$ cat src/rtl/motor_ramp_ctrl_if.sv
// Command channel of motor_ramp_ctrl: one move command handed over per valid/ready handshake.
interface motor_ramp_ctrl_if #(
  parameter int WIDTH = 32
);
  logic             cmd_valid;
  logic             cmd_ready;
  logic             cmd_dir;
  logic [WIDTH-1:0] cmd_steps;
  logic [WIDTH-1:0] cmd_start_period;
  logic [WIDTH-1:0] cmd_min_period;
  logic [WIDTH-1:0] cmd_ramp_step;

  modport master (
    output cmd_valid, cmd_dir, cmd_steps, cmd_start_period, cmd_min_period, cmd_ramp_step,
    input  cmd_ready
  );

  modport slave (
    input  cmd_valid, cmd_dir, cmd_steps, cmd_start_period, cmd_min_period, cmd_ramp_step,
    output cmd_ready
  );
endinterface

$ cat src/rtl/motor_ramp_ctrl.sv
// Trapezoid/triangle step-delay sequencer feeding the motor pulse stage.
// Ramping (ACCEL/DECEL) is built only when MOTOR_RAMP_EN is defined; otherwise moves run at cmd_min_period.
module motor_ramp_ctrl #(
  parameter int WIDTH = 32
) (
  input  logic             Motor_Clk,
  input  logic             Motor_Rst,
  motor_ramp_ctrl_if.slave cmd,
  input  logic             step_pulse,
  input  logic             abort,
  output logic             direction,
  output logic [WIDTH-1:0] pwm,
  output logic [WIDTH-1:0] pulse_num,
  output logic [WIDTH-1:0] steps_done,
  output logic             busy,
  output logic             done,
  output logic             aborted
);

  typedef enum logic [2:0] {
    IDLE,
    ACCEL,
    CRUISE,
    DECEL,
    DONE
  } state_t;

  localparam logic [WIDTH-1:0] ONE = {{(WIDTH-1){1'b0}}, 1'b1};

  state_t           state;
  logic [WIDTH-1:0] min_r;
  logic [WIDTH-1:0] rem_dec;

  assign rem_dec = pulse_num - ONE;

`ifdef MOTOR_RAMP_EN
  logic [WIDTH-1:0] start_r;
  logic [WIDTH-1:0] ramp_r;
  logic [WIDTH-1:0] acc;
  logic [WIDTH-1:0] start_sel;
  logic [WIDTH:0]   min_plus_ramp;
  logic [WIDTH:0]   p_add_full;
  logic [WIDTH-1:0] p_sub;
  logic [WIDTH-1:0] p_add;

  assign start_sel = (cmd.cmd_start_period > cmd.cmd_min_period) ?
                     cmd.cmd_start_period : cmd.cmd_min_period;

  // Both ramp directions are evaluated one bit wide so they saturate instead of wrapping.
  assign min_plus_ramp = {1'b0, min_r} + {1'b0, ramp_r};
  assign p_sub         = ({1'b0, pwm} < min_plus_ramp) ? min_r : (pwm - ramp_r);
  assign p_add_full    = {1'b0, pwm} + {1'b0, ramp_r};
  assign p_add         = (p_add_full > {1'b0, start_r}) ? start_r : p_add_full[WIDTH-1:0];
`endif

  // pwm doubles as the current step delay; it is forced to 0 whenever no move is running.
  always_ff @(posedge Motor_Clk or posedge Motor_Rst) begin
    if (Motor_Rst) begin
      state         <= IDLE;
      cmd.cmd_ready <= 1'b1;
      direction     <= 1'b0;
      pwm           <= '0;
      pulse_num     <= '0;
      steps_done    <= '0;
      busy          <= 1'b0;
      done          <= 1'b0;
      aborted       <= 1'b0;
      min_r         <= '0;
`ifdef MOTOR_RAMP_EN
      start_r       <= '0;
      ramp_r        <= '0;
      acc           <= '0;
`endif
    end else begin
      case (state)
        IDLE: begin
          done <= 1'b0;
          if (cmd.cmd_valid) begin
            cmd.cmd_ready <= 1'b0;
            direction     <= cmd.cmd_dir;
            min_r         <= cmd.cmd_min_period;
            pulse_num     <= cmd.cmd_steps;
            steps_done    <= '0;
            aborted       <= 1'b0;
`ifdef MOTOR_RAMP_EN
            start_r       <= start_sel;
            ramp_r        <= cmd.cmd_ramp_step;
            acc           <= '0;
`endif
            if (cmd.cmd_steps == '0) begin
              state <= DONE;
              done  <= 1'b1;
              pwm   <= '0;
            end else begin
              busy <= 1'b1;
`ifdef MOTOR_RAMP_EN
              pwm <= start_sel;
              if ((start_sel == cmd.cmd_min_period) || (cmd.cmd_ramp_step == '0)) begin
                state <= CRUISE;
              end else begin
                state <= ACCEL;
              end
`else
              pwm   <= cmd.cmd_min_period;
              state <= CRUISE;
`endif
            end
          end
        end

        ACCEL, CRUISE, DECEL: begin
          if (step_pulse) begin
            pulse_num  <= rem_dec;
            steps_done <= steps_done + ONE;
          end
          if (abort || (step_pulse && (rem_dec == '0))) begin
            state <= DONE;
            done  <= 1'b1;
            busy  <= 1'b0;
            pwm   <= '0;
            if (abort) begin
              aborted <= 1'b1;
            end
          end
`ifdef MOTOR_RAMP_EN
          else if (step_pulse) begin
            // Deceleration starts once the remaining steps no longer cover the steps spent accelerating.
            case (state)
              ACCEL: begin
                if (rem_dec <= acc) begin
                  state <= DECEL;
                end else begin
                  pwm <= p_sub;
                  acc <= acc + ONE;
                  if (p_sub == min_r) begin
                    state <= CRUISE;
                  end
                end
              end
              CRUISE: begin
                if (rem_dec <= acc) begin
                  state <= DECEL;
                end
              end
              DECEL: begin
                pwm <= p_add;
              end
              default: begin
              end
            endcase
          end
`endif
        end

        DONE: begin
          done          <= 1'b0;
          cmd.cmd_ready <= 1'b1;
          state         <= IDLE;
        end

        default: begin
          state         <= IDLE;
          cmd.cmd_ready <= 1'b1;
          busy          <= 1'b0;
          done          <= 1'b0;
          pwm           <= '0;
        end
      endcase
    end
  end

endmodule

$ cat src/flat_wrapper.sv
// flat-port wrapper written by rule: the top's interface ports become plain ports
module motor_ramp_ctrl_flat 
#(
  parameter int WIDTH = 32
)
  (Motor_Clk, Motor_Rst, step_pulse, abort, direction, pwm, pulse_num, steps_done, busy, done, aborted, cmd_cmd_valid, cmd_cmd_dir, cmd_cmd_steps, cmd_cmd_start_period, cmd_cmd_min_period, cmd_cmd_ramp_step, cmd_cmd_ready);
  motor_ramp_ctrl_if #(.WIDTH(WIDTH)) cmd_i ();
  input  logic Motor_Clk;
  input  logic Motor_Rst;
  input  logic step_pulse;
  input  logic abort;
  output logic direction;
  output logic [WIDTH-1:0] pwm;
  output logic [WIDTH-1:0] pulse_num;
  output logic [WIDTH-1:0] steps_done;
  output logic busy;
  output logic done;
  output logic aborted;
  input wire logic [$bits(cmd_i.cmd_valid)-1:0] cmd_cmd_valid;
  input wire logic [$bits(cmd_i.cmd_dir)-1:0] cmd_cmd_dir;
  input wire logic [$bits(cmd_i.cmd_steps)-1:0] cmd_cmd_steps;
  input wire logic [$bits(cmd_i.cmd_start_period)-1:0] cmd_cmd_start_period;
  input wire logic [$bits(cmd_i.cmd_min_period)-1:0] cmd_cmd_min_period;
  input wire logic [$bits(cmd_i.cmd_ramp_step)-1:0] cmd_cmd_ramp_step;
  output wire logic [$bits(cmd_i.cmd_ready)-1:0] cmd_cmd_ready;
  assign cmd_i.cmd_valid = cmd_cmd_valid;
  assign cmd_i.cmd_dir = cmd_cmd_dir;
  assign cmd_i.cmd_steps = cmd_cmd_steps;
  assign cmd_i.cmd_start_period = cmd_cmd_start_period;
  assign cmd_i.cmd_min_period = cmd_cmd_min_period;
  assign cmd_i.cmd_ramp_step = cmd_cmd_ramp_step;
  assign cmd_cmd_ready = cmd_i.cmd_ready;
  motor_ramp_ctrl #(.WIDTH(WIDTH)) u_core (.Motor_Clk(Motor_Clk), .Motor_Rst(Motor_Rst), .cmd(cmd_i), .step_pulse(step_pulse), .abort(abort), .direction(direction), .pwm(pwm), .pulse_num(pulse_num), .steps_done(steps_done), .busy(busy), .done(done), .aborted(aborted));
endmodule
$ cat config.mk
export PLATFORM = sky130hd
export DESIGN_NAME = motor_ramp_ctrl_flat
export DESIGN_NICKNAME = d
export VERILOG_FILES = /design/src/rtl/motor_ramp_ctrl_if.sv /design/src/rtl/motor_ramp_ctrl.sv /design/src/flat_wrapper.sv
export SDC_FILE = /design/constraint.sdc
export NUM_CORES = 1
export LEC_CHECK = 0
export BUFFER_PORTS_ARGS = -buffer_cell sky130_fd_sc_hd__buf_2
export CAP_MARGIN = 20
export CORE_MARGIN = 5
export CORE_UTILIZATION = 44
export DETAILED_ROUTE_END_ITERATION = 10
export GPL_TIMING_DRIVEN = 0
export PLACE_DENSITY_LB_ADDON = 0.15
export SLEW_MARGIN = 25
export SYNTH_ARGS = -nofsm -noshare
export SYNTH_HDL_FRONTEND = slang
export SYNTH_SLANG_ARGS = --single-unit
export TNS_END_PERCENT = 1
$ cat constraint.sdc
create_clock -name Motor_Clk -period 3.05 [get_ports Motor_Clk]
set_input_delay 0.4575 -clock Motor_Clk [delete_from_list [all_inputs] [get_ports Motor_Clk]]
set_output_delay 0.4575 -clock Motor_Clk [all_outputs]
set_load 0.05 [all_outputs]
---- Word level (Yosys, flattened, before mapping) ----
Cells that the tools add are included.
storage, ports and cells
  logic and storage cells ................. 63
  input bits .............................. 134
  flip-flop bits (word level) ............. 104
operators by class
  bitwise logic cells ..................... 2
  equality and inequality tests ........... 9
  reductions and logical operators ........ 14
  multiplexer cells ....................... 27
  add/sub/neg operators ................... 2
operators by type and width
  kind                     count
  $mux W32                 7
  $pmux W32 S2             2
  $pmux W32 S3             1
  $logic_not A32 Y1        2
  $add A32 B1 Y32 const B  1
  $sub A32 B1 Y32 const B  1
  $mux W1                  9
  $mux W3                  3
  $ne A2 B2 Y1 const B     4
  $reduce_and A4 Y1        2
  $eq A3 B2 Y1 const B     2
  $pmux W1 S2              3
  $pmux W3 S2              1
  $reduce_and A2 Y1        3
  $reduce_and A3 Y1        2
  $eq A3 B1 Y1 const B     1
  $eq A3 B3 Y1 const B     1
  $logic_not A3 Y1         1
  $pmux W1 S3              1
  $reduce_or A3 Y1         1
  $ne A2 B1 Y1 const B     1
  $not A1 Y1               2
  $reduce_bool A2 Y1       1
  $logic_and A1 B1 Y1      1
  $logic_or A1 B1 Y1       1

---- Logic depth before layout (Yosys ltp) ----
  depth after elaboration ................. 6
  mapped depth ............................ 10
  gate-level depth less buffers ........... 9

---- Worst setup path before layout ----
Ideal clock, no wire load.
  path kind ............................... register to register
  from .................................... reg u_core.pulse_num[1]
  to ...................................... reg u_core.pwm[10]
  library setup time ...................... 0.126 ns
  required time ........................... 2.924 ns
  clock period less this slack ............ 3.248 ns
  path buffers ............................ 1
  arrival ................................. 3.122 ns
  slack ................................... -0.198 ns
  stages on the path, launching flop included .. 11
  path through ............................ dfrtp_1 > inv_1 > ha_1 > or4b_2 > nor4_1 > xor2_1 > a2111oi_4 > nand4_1 > o211ai_4 > buf_6 > o21ai_2
on the way
  word-level cells in the longest chain between the ends .. 6
RTL lines
  element                             RTL line                RTL
  from (decl)                         motor_ramp_ctrl.sv:13   output logic [WIDTH-1:0] pulse_num,
  from (signal assigned)              motor_ramp_ctrl.sv:82   pulse_num <= cmd.cmd_steps;
  from (signal assigned)              motor_ramp_ctrl.sv:113  pulse_num <= rem_dec;
  $sub A32 B1 Y32                     motor_ramp_ctrl.sv:34   assign rem_dec = pulse_num - ONE;
  $logic_not A32 Y1                   motor_ramp_ctrl.sv:116  if (abort || (step_pulse && (rem_dec == '0))) begin
  $logic_and A1 B1 Y1                 motor_ramp_ctrl.sv:116
  $logic_or A1 B1 Y1                  motor_ramp_ctrl.sv:116
  $ne A2 B1 Y1 (no source line)       --
  $reduce_and A3 Y1 (no source line)  --
  to (signal assigned)                motor_ramp_ctrl.sv:104  pwm <= cmd.cmd_min_period;
  to (decl)                           motor_ramp_ctrl.sv:12   output logic [WIDTH-1:0] pwm,
No other way between the ends.
A chain may end at the register's enable or synchronous reset.

---- Final worst setup path ----
  from .................................... reg u_core.pulse_num[1]
  to ...................................... reg u_core.pwm[28]
Same word-level chain as after synthesis.

==> out/metrics.yaml <==
grt:
  largest_net_degree_at_the_start_of_global_routing: 32
  grt_pass1_vias: 6009
  grt_overflow_total: 0
  grt_pass1_wl_mm: 31.80
  grt_usage_pct: 24.91
  antenna_found_initial: 0
die:
  boundaryPins: 235
  total_number_of_placement_rows: 42
  die_w_um: 125.1
  floorplan.initialDensity_pct: 44.38
  chipHeight_um: 125.1
  core_area_sq_um: 13140
  overall_die_area_sq_um: 15650
placed_design:
  placement.setup.worst_slack_ps: -619.8
  gp_routability_congestion: 0.9614
  port_buffers: 170
  detailedPlacementHpwl_mm: 14.60
  placedInstanceArea_sq_um: 6985
layout:
  antennaDiodeCount: 0
  post_route_cells_drive_above_1_share_pct: 32.41
  fillers: 1201
  stdcell_area_sq_um: 7620
  final_common_cell: "sky130_fd_sc_hd__buf_2"
  nets: 999
  most_frequent_cells_in_the_layout: "sky130_fd_sc_hd__buf_2, sky130_fd_sc_hd__dfrtp_1, sky130_fd_sc_hd__nor2_1, sky130_fd_sc_hd__o21ai_0, sky130_fd_sc_hd__a21oi_1"
  area_delta_synth_final_pct: 30.69
detailed_routing:
  initialDrtViolationCount: 415
  detail_route.vias_per_cell: 5.691
  detail-route-antenna-nets: 0
  drc_violations_left: 0
  route.vias.total: 5936
  drt_pre_antenna_iters: 5
  totalWireLength_mm: 20.00
  routed_wire_length_per_instance_um: 19.18
clocking:
  clk_root_buffer_cell: "sky130_fd_sc_hd__clkbuf_16"
  cts_max_level: 3
  cts_inserted_buffers: 9
  clk_path_buf_depth: 2
  clkLatencyLatePin_ps: 350
  numClockSinks: 103
  tritoncts: "done"
  cts.clk_slew.worst_paths_ps: 70
  hold_buffers: 0
worst_setup_path:
  critical-path-slowest-cell: "sky130_fd_sc_hd__or4b_4"
  cp.buffers_inverters: 3
  cp_data_required_time_ps: 3280
  end_kind: "register"
  worstPathMaxFanout: 8
  largest_delay_share_family_worst_path: "simple AND/OR/NAND/NOR gates"
  timing.critical_path.cells: "inv_2, ha_4, or4b_4, nor4_4, xor2_1, a2111oi_4, nand4_1, o211ai_4, buf_12, clkbuf_16, o21ai_2"
  cpPeakStageDelay_ps: 540
  cp_data_arrival_time_ps: 3270
  setup.worst_path.class: "reg -> reg"
  crit_path_start_kind: "register"
power_and_ir_drop:
  p_per_area_nw_per_um2: 1095
  netSwitchingFraction_pct: 55.52
  power_mw: 8.344
  p_switching_mw: 4.632
  power_frac_clock_pct: 13.1
  combinational_share_of_power_pct: 57.9
  pwr-share-seq_pct: 29.0
  cellLeakagePower_nw: 3.441
  ir_drop_mv: 0.5842
  p_int_mw: 3.712
timing:
  report.final.hold_viol_count: 0
  finalClockSkew_ps: 10.50
  drv_slew: 0
  setup_viol: 0
  slew_headroom_pct: 45.54
  tightest_slew_ps: 809.4
  timing.final.crit_period_ps: 3033
  max_freq_mhz: 329.8
  worst_setup_slack_after_layout_ps: 17.49
  fin_worst_hold_slack_ps: 94.99
  rsz0062_at_grt: "yes"
  final_min_period_over_clock_period_pct: 99.43
logic_synthesis:
  synthDominantAreaCellType: "sky130_fd_sc_hd__dfrtp_1"
  syn_inst: 663
  synth_enable_flop_cells: 0
  synth-async-reset-ratio_pct: 100.0
  postSynthAreaPerCell_sq_um: 8.794
  seq_area_frac_synth_pct: 44.23
  ff_latch_count_synth: 103
  synth.cell_area_sq_um: 5831
  yosysTopAreaCellShare_pct: 43.78
  ys_types: 56
  yosys_warnings: 0
  synthFlopType: "sky130_fd_sc_hd__dfrtp_1"
  syn_nets: 800
  netlist_top_cells_area: "sky130_fd_sc_hd__dfrtp_1, sky130_fd_sc_hd__a22oi_1, sky130_fd_sc_hd__nor2_1"
run:
  cap_viol_max_count: 0
hold_path:
  classification_of_the_worst_slack_hold_path: "in -> async"
outcome:
  status: "complete, no violations"
-- layer usage --
metal / global-route usage (%) / up-vias / part of all wire [%] / wire (um)
li1: - / 2766 / - / -
met1: 32.21 / 2887 / 42 / 8374
met2: 41.16 / 246 / 48 / 9550
met3: 5.672 / 37 / 7.7 / 1533
met4: 8.929 / 0 / 2.7 / 546
met5: 0 / - / 0 / 0
-- synth_stat cells (6+ instances only) --
cell	count
sky130_fd_sc_hd__nor3_1	20
sky130_fd_sc_hd__nand3_1	20
sky130_fd_sc_hd__nand4_1	20
sky130_fd_sc_hd__o21ai_2	29
sky130_fd_sc_hd__a22oi_1	40
sky130_fd_sc_hd__nor4_1	23
sky130_fd_sc_hd__xor2_1	21
sky130_fd_sc_hd__clkbuf_1	32
sky130_fd_sc_hd__inv_1	48
sky130_fd_sc_hd__o21ai_0	49
sky130_fd_sc_hd__a21oi_1	47
sky130_fd_sc_hd__o22ai_1	6
sky130_fd_sc_hd__nor2_1	71
sky130_fd_sc_hd__xnor2_1	13
sky130_fd_sc_hd__dfrtp_1	102
sky130_fd_sc_hd__or3_1	10
sky130_fd_sc_hd__or4_1	8
sky130_fd_sc_hd__nand2_1	37
-- final timing paths --
kind                                                  startpoint                                end  slack [ps]  depth (start not counted)
max in group asynchronous                              Motor_Rst    u_core.pulse_num[8]$_DFFE_PP0P_        2240                          4
worst min register to register  u_core.cmd.cmd_ready$_DFFE_PP1P_   u_core.cmd.cmd_ready$_DFFE_PP1P_         500                          2
min in group Motor_Clk                               cmd_cmd_dir       u_core.direction$_DFFE_PP0P_         340                          2
worst max register to register   u_core.pulse_num[1]$_DFFE_PP0P_         u_core.pwm[28]$_DFFE_PP0P_          20                         11
worst max-delay path             u_core.pulse_num[1]$_DFFE_PP0P_         u_core.pwm[28]$_DFFE_PP0P_          20                         11
worst min-delay path                                   Motor_Rst  u_core.steps_done[29]$_DFFE_PP0P_          90                          2
-- stage by stage --
stage	utilization, %	setup TNS [ps]	std cells
after CTS	56.38	-752.3	1035
after global placement	52.71	-20370	1009
after floorplan	-	-4003	663
after detailed placement	53.17	-20560	1012
after global routing	58.00	-2390	1043
final	58.00	0	1043
-- repair_timing --
item                       4_1_cts  5_1_grt
gates resized for setup         16       22
gates cloned                     0        3
setup endpoints to repair       37       44
buffers inserted                 8        8
pin swaps                        5        6
-- area by class of cell --
class	instances	area, sq um	area share (%)
multi-input cells	468	3033	39.80
plain buffers	40	205.2	2.693
repair buffers	192	1126	14.78
well taps	176	220.2	2.890
clock inverters	4	30.03	0.3941
inverters	48	183.9	2.414
flip-flops and latches	103	2585	33.92
clock buffers	12	236.5	3.103
-- flip-flops by register name, summed over array words and instances, names as in the netlist --
register / count
u_core.aborted: 1
u_core.cmd.cmd_ready: 1
u_core.steps_done: 32
u_core.busy: 1
u_core.state: 2
u_core.pwm: 32
u_core.direction: 1
u_core.done: 1
u_core.pulse_num: 32
-- power by group through the flow --
stage	logic (mW)	registers [mW]	clock network, mW
2_1_floorplan	1.84	3.83	0
3_3_place_gp	4.54	2.35	0
3_5_place_dp	4.61	2.37	0
4_1_cts	4.67	2.38	1.11
5_1_grt	5.16	2.48	1.16
6_report	4.83	2.42	1.09
-- worst reg2reg max path: stages, from the launching register on --
cell and delay [ps]:
sky130_fd_sc_hd__dfrtp_2 470, sky130_fd_sc_hd__inv_2 110, sky130_fd_sc_hd__ha_4 180, sky130_fd_sc_hd__or4b_4 550, sky130_fd_sc_hd__nor4_4 320, sky130_fd_sc_hd__xor2_1 170, sky130_fd_sc_hd__a2111oi_4 230, sky130_fd_sc_hd__nand4_1 260
sky130_fd_sc_hd__o211ai_4 250, sky130_fd_sc_hd__buf_12 180, sky130_fd_sc_hd__clkbuf_16 160, sky130_fd_sc_hd__o21ai_2 50
-- logic make-up (layout without fill, tap and decap cells) --
kind of cell	after synthesis	after routing	synth area share, %
compound gates	193	193	22.12
xor+xnor	34	34	5.107
fa+ha+maj	3	3	0.6438
buf+inv	92	296	6.609
flops	103	103	44.23
mux	4	4	0.7082
simple gates	234	234	20.58
Note: power is estimated with default switching activity, not from simulation.
